### config.mk
export PLATFORM = sky130hd
export DESIGN_NAME = chipset_bus_sizer
export DESIGN_NICKNAME = d
export VERILOG_FILES = /design/src/rtl/chipset_bus_sizer.sv
export SDC_FILE = /design/constraint.sdc
export NUM_CORES = 1
export LEC_CHECK = 0
export ABC_AREA = 1
export BUFFER_PORTS_ARGS = -buffer_cell sky130_fd_sc_hd__buf_2
export CORE_MARGIN = 4
export CORE_UTILIZATION = 40
export DETAILED_ROUTE_END_ITERATION = 8
export GPL_TIMING_DRIVEN = 0
export PLACE_DENSITY = 0.75
export REMOVE_ABC_BUFFERS = 1
export SLEW_MARGIN = 30
export SYNTH_ARGS = -nofsm -noshare
export SYNTH_HDL_FRONTEND = slang
export SYNTH_SLANG_ARGS = --single-unit
### constraint.sdc
create_clock -name CLK40 -period 1.7 [get_ports CLK40]
set_clock_uncertainty 0.2 [all_clocks]
set_input_delay 0 -clock CLK40 [delete_from_list [all_inputs] [get_ports CLK40]]
set_output_delay 0 -clock CLK40 [all_outputs]
set_load 0.03 [all_outputs]
### src/rtl/chipset_bus_sizer.sv
// chipset_bus_sizer: turns one CPU access to the chip-register space into
// one or two 16-bit register-engine cycles. It also raises the CPU
// transfer acknowledge or transfer error.
// A long access is split into a high word (CA1=0) and then a low word (CA1=1).
// Illegal sizes and misaligned accesses are answered with a one-cycle nTEA.
// In that case the register engine is not started.
module chipset_bus_sizer (
   input  logic       CLK40,
   input  logic       nRESET,
   input  logic       nTS,
   input  logic       nREGSEL,
   input  logic       RnW,
   input  logic [1:0] SIZ,
   input  logic [1:0] A,
   input  logic       REG_TA,
   output logic       nREGSPACE,
   output logic       CA1,
   output logic       UDS_SEL,
   output logic       LDS_SEL,
   output logic       WR_HI,
   output logic       LATCH_HI,
   output logic       LATCH_LO,
   output logic       nTA,
   output logic       nTEA,
   output logic       BUSY
);

   typedef enum logic [2:0] {
      IDLE  = 3'd0,
      WORD0 = 3'd1,
      WORD1 = 3'd2,
      ACK   = 3'd3,
      ERR   = 3'd4
   } state_t;

   localparam logic [1:0] SIZ_LONG = 2'b00;
   localparam logic [1:0] SIZ_BYTE = 2'b01;
   localparam logic [1:0] SIZ_WORD = 2'b10;
   localparam logic [1:0] SIZ_LINE = 2'b11;

   state_t state_q, state_d;
   logic   rnw_q, rnw_d;
   logic   long_q, long_d;
   logic   reg_ta_q;
   logic   nregspace_q, nregspace_d;
   logic   ca1_q, ca1_d;
   logic   uds_q, uds_d;
   logic   lds_q, lds_d;
   logic   wr_hi_q, wr_hi_d;
   logic   latch_hi_q, latch_hi_d;
   logic   latch_lo_q, latch_lo_d;
   logic   nta_q, nta_d;
   logic   ntea_q, ntea_d;
   logic   busy_q, busy_d;

   logic   ta_edge;
   logic   start;
   logic   bad_access;

   // REG_TA counts only on a 0->1 transition.
   // A held-high done line therefore finishes exactly one word.
   assign ta_edge = REG_TA & ~reg_ta_q;
   assign start   = ~nTS & ~nREGSEL;
   assign bad_access = (SIZ == SIZ_LINE) ||
                       ((SIZ == SIZ_WORD) && A[0]) ||
                       ((SIZ == SIZ_LONG) && (A != 2'b00));

   // Next-state and registered-output decode
   always_comb begin
      state_d     = state_q;
      rnw_d       = rnw_q;
      long_d      = long_q;
      nregspace_d = nregspace_q;
      ca1_d       = ca1_q;
      uds_d       = uds_q;
      lds_d       = lds_q;
      latch_hi_d  = 1'b0;
      latch_lo_d  = 1'b0;
      nta_d       = 1'b1;
      ntea_d      = 1'b1;

      unique case (state_q)
         IDLE: begin
            if (start) begin
               rnw_d  = RnW;
               long_d = (SIZ == SIZ_LONG);
               if (bad_access) begin
                  state_d = ERR;
                  ntea_d  = 1'b0;
               end else begin
                  state_d     = WORD0;
                  nregspace_d = 1'b0;
                  // A long access always starts with the high word.
                  ca1_d       = (SIZ == SIZ_LONG) ? 1'b0 : A[1];
                  uds_d       = (SIZ == SIZ_BYTE) ? ~A[0] : 1'b1;
                  lds_d       = (SIZ == SIZ_BYTE) ?  A[0] : 1'b1;
               end
            end
         end
         WORD0: begin
            if (ta_edge) begin
               latch_hi_d = rnw_q & ~ca1_q;
               latch_lo_d = rnw_q &  ca1_q;
               if (long_q) begin
                  // nREGSPACE stays low so that the engine sees one continuous request.
                  state_d = WORD1;
                  ca1_d   = 1'b1;
               end else begin
                  state_d     = ACK;
                  nregspace_d = 1'b1;
                  nta_d       = 1'b0;
               end
            end
         end
         WORD1: begin
            if (ta_edge) begin
               latch_hi_d  = rnw_q & ~ca1_q;
               latch_lo_d  = rnw_q &  ca1_q;
               state_d     = ACK;
               nregspace_d = 1'b1;
               nta_d       = 1'b0;
            end
         end
         ACK:     state_d = IDLE;
         ERR:     state_d = IDLE;
         default: state_d = IDLE;
      endcase

      wr_hi_d = ~ca1_d;
      busy_d  = (state_d != IDLE);
   end

   // State, captured request and output registers; async active-low reset
   always_ff @(posedge CLK40 or negedge nRESET) begin
      if (!nRESET) begin
         state_q     <= IDLE;
         rnw_q       <= 1'b0;
         long_q      <= 1'b0;
         reg_ta_q    <= 1'b0;
         nregspace_q <= 1'b1;
         ca1_q       <= 1'b0;
         uds_q       <= 1'b0;
         lds_q       <= 1'b0;
         wr_hi_q     <= 1'b1;
         latch_hi_q  <= 1'b0;
         latch_lo_q  <= 1'b0;
         nta_q       <= 1'b1;
         ntea_q      <= 1'b1;
         busy_q      <= 1'b0;
      end else begin
         state_q     <= state_d;
         rnw_q       <= rnw_d;
         long_q      <= long_d;
         reg_ta_q    <= REG_TA;
         nregspace_q <= nregspace_d;
         ca1_q       <= ca1_d;
         uds_q       <= uds_d;
         lds_q       <= lds_d;
         wr_hi_q     <= wr_hi_d;
         latch_hi_q  <= latch_hi_d;
         latch_lo_q  <= latch_lo_d;
         nta_q       <= nta_d;
         ntea_q      <= ntea_d;
         busy_q      <= busy_d;
      end
   end

   assign nREGSPACE = nregspace_q;
   assign CA1       = ca1_q;
   assign UDS_SEL   = uds_q;
   assign LDS_SEL   = lds_q;
   assign WR_HI     = wr_hi_q;
   assign LATCH_HI  = latch_hi_q;
   assign LATCH_LO  = latch_lo_q;
   assign nTA       = nta_q;
   assign nTEA      = ntea_q;
   assign BUSY      = busy_q;

endmodule

==> results.cfg <==
[synthesis]
synth.top_cells.by_area = sky130_fd_sc_hd__dfrtp_1, sky130_fd_sc_hd__dfstp_2, sky130_fd_sc_hd__nand2_1
post_synthesis_cell_type_with_the_largest_combined_area = sky130_fd_sc_hd__dfrtp_1
ys.warnings.count = 0
postSynthAreaPerCell_um2 = 8.55
netlist.area_leader.share = 0.408
post_synthesis_cell_area_um2 = 736
synthDistinctLibCells = 19
synth-seq-cells = 16
seq_area_frac_synth = 0.551
synth_cells = 86

[setup_path]
timing.setup.critical_path_class = primary input to flip-flop
critPathMaxFanout = 3
setup_crit_end_kind = flip-flop
worst-endpoint-arrival_ps = 1560
timing.critical_path.from_type = primary input
crit_path_top_delay_cell = sky130_fd_sc_hd__dlygate4sd3_1
critical_path.max_stage_delay_ps = 550
most_used_cell_along_the_critical_path = sky130_fd_sc_hd__dlygate4sd3_1
worst_path_cell_trace = dlygate4sd3_1, buf_2, inv_1, nand2_1, nor2_1, dlygate4sd3_1, o21ai_0
crit_required_ps = 1670

[flow_run]
maxCapViolCount = 0

[global_route]
grt_pass1_vias = 657
wire_length_of_the_first_global_routing_pass_mm = 2.70
antenna_found_initial = 0
grt_start_max_net_pins = 13
globalRouteTotalUtil = 0.142
grt_overflow = 0

[layout]
register_name_with_the_most_flops = state_q
fillers = 164
final_core_util = 0.590
max_ffs_per_register = 3
final_nets = 132
flow.area_growth_from_synthesis_pct = 38.4
layout-drive-gt1-share = 0.306
antenna_cells = 0

[cts]
numClockSinks = 16
cts-buffers-inserted = 3
cts.reportedPaths.clkPinSlew_ps = 90
number_of_buffers_inserted_to_repair_setup_after_cts = 0
cts.root.buffer_cell = sky130_fd_sc_hd__clkbuf_4
clock_tree.buffer_depth = 2
worst_skew_pair.late_latency_ps = 280
tritoncts = done
clock_tree.htree_level_count = 1

[die]
chipWidth_um = 50.9
fp.dieArea_um2 = 2590
row_count = 15
design.portCount = 20
die_y_um = 50.9
placeableCoreArea_um2 = 1730
initial_core_util = 0.426

[place]
buffer_ports.inserted = 19
finalWeightedCongestion = 0.892
detailed_place_hpwl_mm = 1.13

[detailed_routing]
avgViaCountPerCell = 4.47
drt-wirelength-per-cell_um = 11.1
drt_pass1_iterations = 3
postRouteAntennaNets = 0
drt_iter0_markers = 4
drc = 0
totalWireLength_mm = 1.62
detailroute.via_count = 653

[timing]
slew_headroom = 0.623
worst_hold_slack_ps = 48.7
max_slew.worst_pin.slew_ps = 563
final_hold_viol_count = 0
final-max-slew-violation-count = 0
period_share = 0.936
grt_setup_unrepaired = no
setup_total_negative_slack_ps = 0
timing.fmax_ghz = 0.628
setup_violations = 0
min_period_ps = 1590

[power]
peak_ir_drop_on_the_vdd_network_uv = 725
leakagePower_nw = 0.551
pwr-share-seq = 0.401
net-switching-power_uw = 652
p_sw_frac = 0.427
clockPowerShare = 0.163
p_int_uw = 874
comb_power_share = 0.436
power_per_cell_area_nw_per_um2 = 1500

[status]
result_of_the_run = complete, no violations

[worst_hold_path]
hold_path.class = primary input to flip-flop
## power groups by stage
stage	clock, mW	sequential [mW]	combinational, mW
6_report	0.249	0.612	0.665
5_1_grt	0.266	0.627	0.737
4_1_cts	0.251	0.611	0.670
3_5_place_dp	0	0.616	0.645
3_3_place_gp	0	0.613	0.626
2_1_floorplan	0	0.779	0.315
## metrics by stage
stage | instance area (um2) | setup WS (ps) | cells | power [mW]
3_3_place_gp | 862 | 356 | 130 | 1.24
2_1_floorplan | 736 | 426 | 86 | 1.09
5_1_grt | 1020 | 26.0 | 146 | 1.63
3_5_place_dp | 862 | 336 | 130 | 1.26
6_report | 1020 | 109 | 146 | 1.53
4_1_cts | 1020 | 0.130 | 146 | 1.53
## cell type report
| class | count | area, um2 | share of cell area |
|---|---|---|---|
| clock buffers | 4 | 36.3 | 0.0356 |
| inverters | 15 | 56.3 | 0.0553 |
| multi-input cells | 55 | 274 | 0.269 |
| flip-flops and latches | 16 | 405 | 0.398 |
| well taps | 25 | 31.3 | 0.0307 |
| repair buffers | 31 | 215 | 0.211 |
## timing repair
item / CTS / global route
hold buffers: 12 / 1
endpoints found under the hold margin: 31 / 3
endpoints found under the setup margin: 0 / 3
gates resized for setup: 0 / 0
## critical path: cells and delay by family
family | cells | cell delay [ps]
and+or+nand+nor | 2 | 180
AOI/OAI and AO/OA | 1 | 80
buffers and inverters | 4 | 1290
## layout by cell type, fill, tap and decap left out
cell type                       count
sky130_fd_sc_hd__nand2_1           24
sky130_fd_sc_hd__buf_2             19
sky130_fd_sc_hd__inv_1             13
sky130_fd_sc_hd__dfrtp_1           12
sky130_fd_sc_hd__dlygate4sd3_1     12
sky130_fd_sc_hd__nor2_1            10
sky130_fd_sc_hd__dfstp_2            4
sky130_fd_sc_hd__nand3_1            4
sky130_fd_sc_hd__o21ai_0            4
sky130_fd_sc_hd__clkbuf_4           3
sky130_fd_sc_hd__nor2_4             2
sky130_fd_sc_hd__nand2_2            2
sky130_fd_sc_hd__inv_2              2
sky130_fd_sc_hd__nand3b_1           1
sky130_fd_sc_hd__o211ai_1           1
sky130_fd_sc_hd__nand2_4            1
sky130_fd_sc_hd__nor3_1             1
sky130_fd_sc_hd__a21oi_1            1
sky130_fd_sc_hd__or2_2              1
sky130_fd_sc_hd__nand4_1            1
sky130_fd_sc_hd__nand3_2            1
sky130_fd_sc_hd__nor4_2             1
sky130_fd_sc_hd__clkbuf_8           1
## Yosys cell counts, drive strengths merged
cell,n
nor2,12
nand2,27
o211ai,1
dfstp,4
or2,1
nor3,1
nand3b,1
o21ai,4
nand3,5
nand4,1
inv,15
dfrtp,12
a21oi,1
nor4,1
## metal layers
layer	wire length (um)	GRT usage
met1	703	0.156
met2	827	0.248
met3	80	0.0408
met4	10	0.0717
met5	0	0
## logic make-up after synthesis
| group | after synthesis | share of synthesized area |
|---|---|---|
| AND/OR/NAND/NOR | 49 | 0.328 |
| AO/OA/AOI/OAI | 6 | 0.0442 |
| flip-flops | 16 | 0.551 |
| buffers and inverters | 15 | 0.0765 |
## final timing paths
check | slack, ps | end | startpoint | depth (start not counted)
worst max register to register | 330 | BUSY$_DFF_PN0_ | reg_ta_q$_DFF_PN0_ | 8
worst min register to register | 260 | nREGSPACE$_DFFE_PN1P_ | nREGSPACE$_DFFE_PN1P_ | 2
min in group asynchronous | 60 | nTA$_DFF_PN1_ | nRESET | 2
worst min-delay path | 50 | state_q[0]$_DFF_PN0_ | SIZ[0] | 6
max in group asynchronous | 250 | LATCH_LO$_DFF_PN0_ | nRESET | 3
worst max-delay path | 110 | LDS_SEL$_DFFE_PN0P_ | SIZ[1] | 7
(Power assumes the default switching activity.)
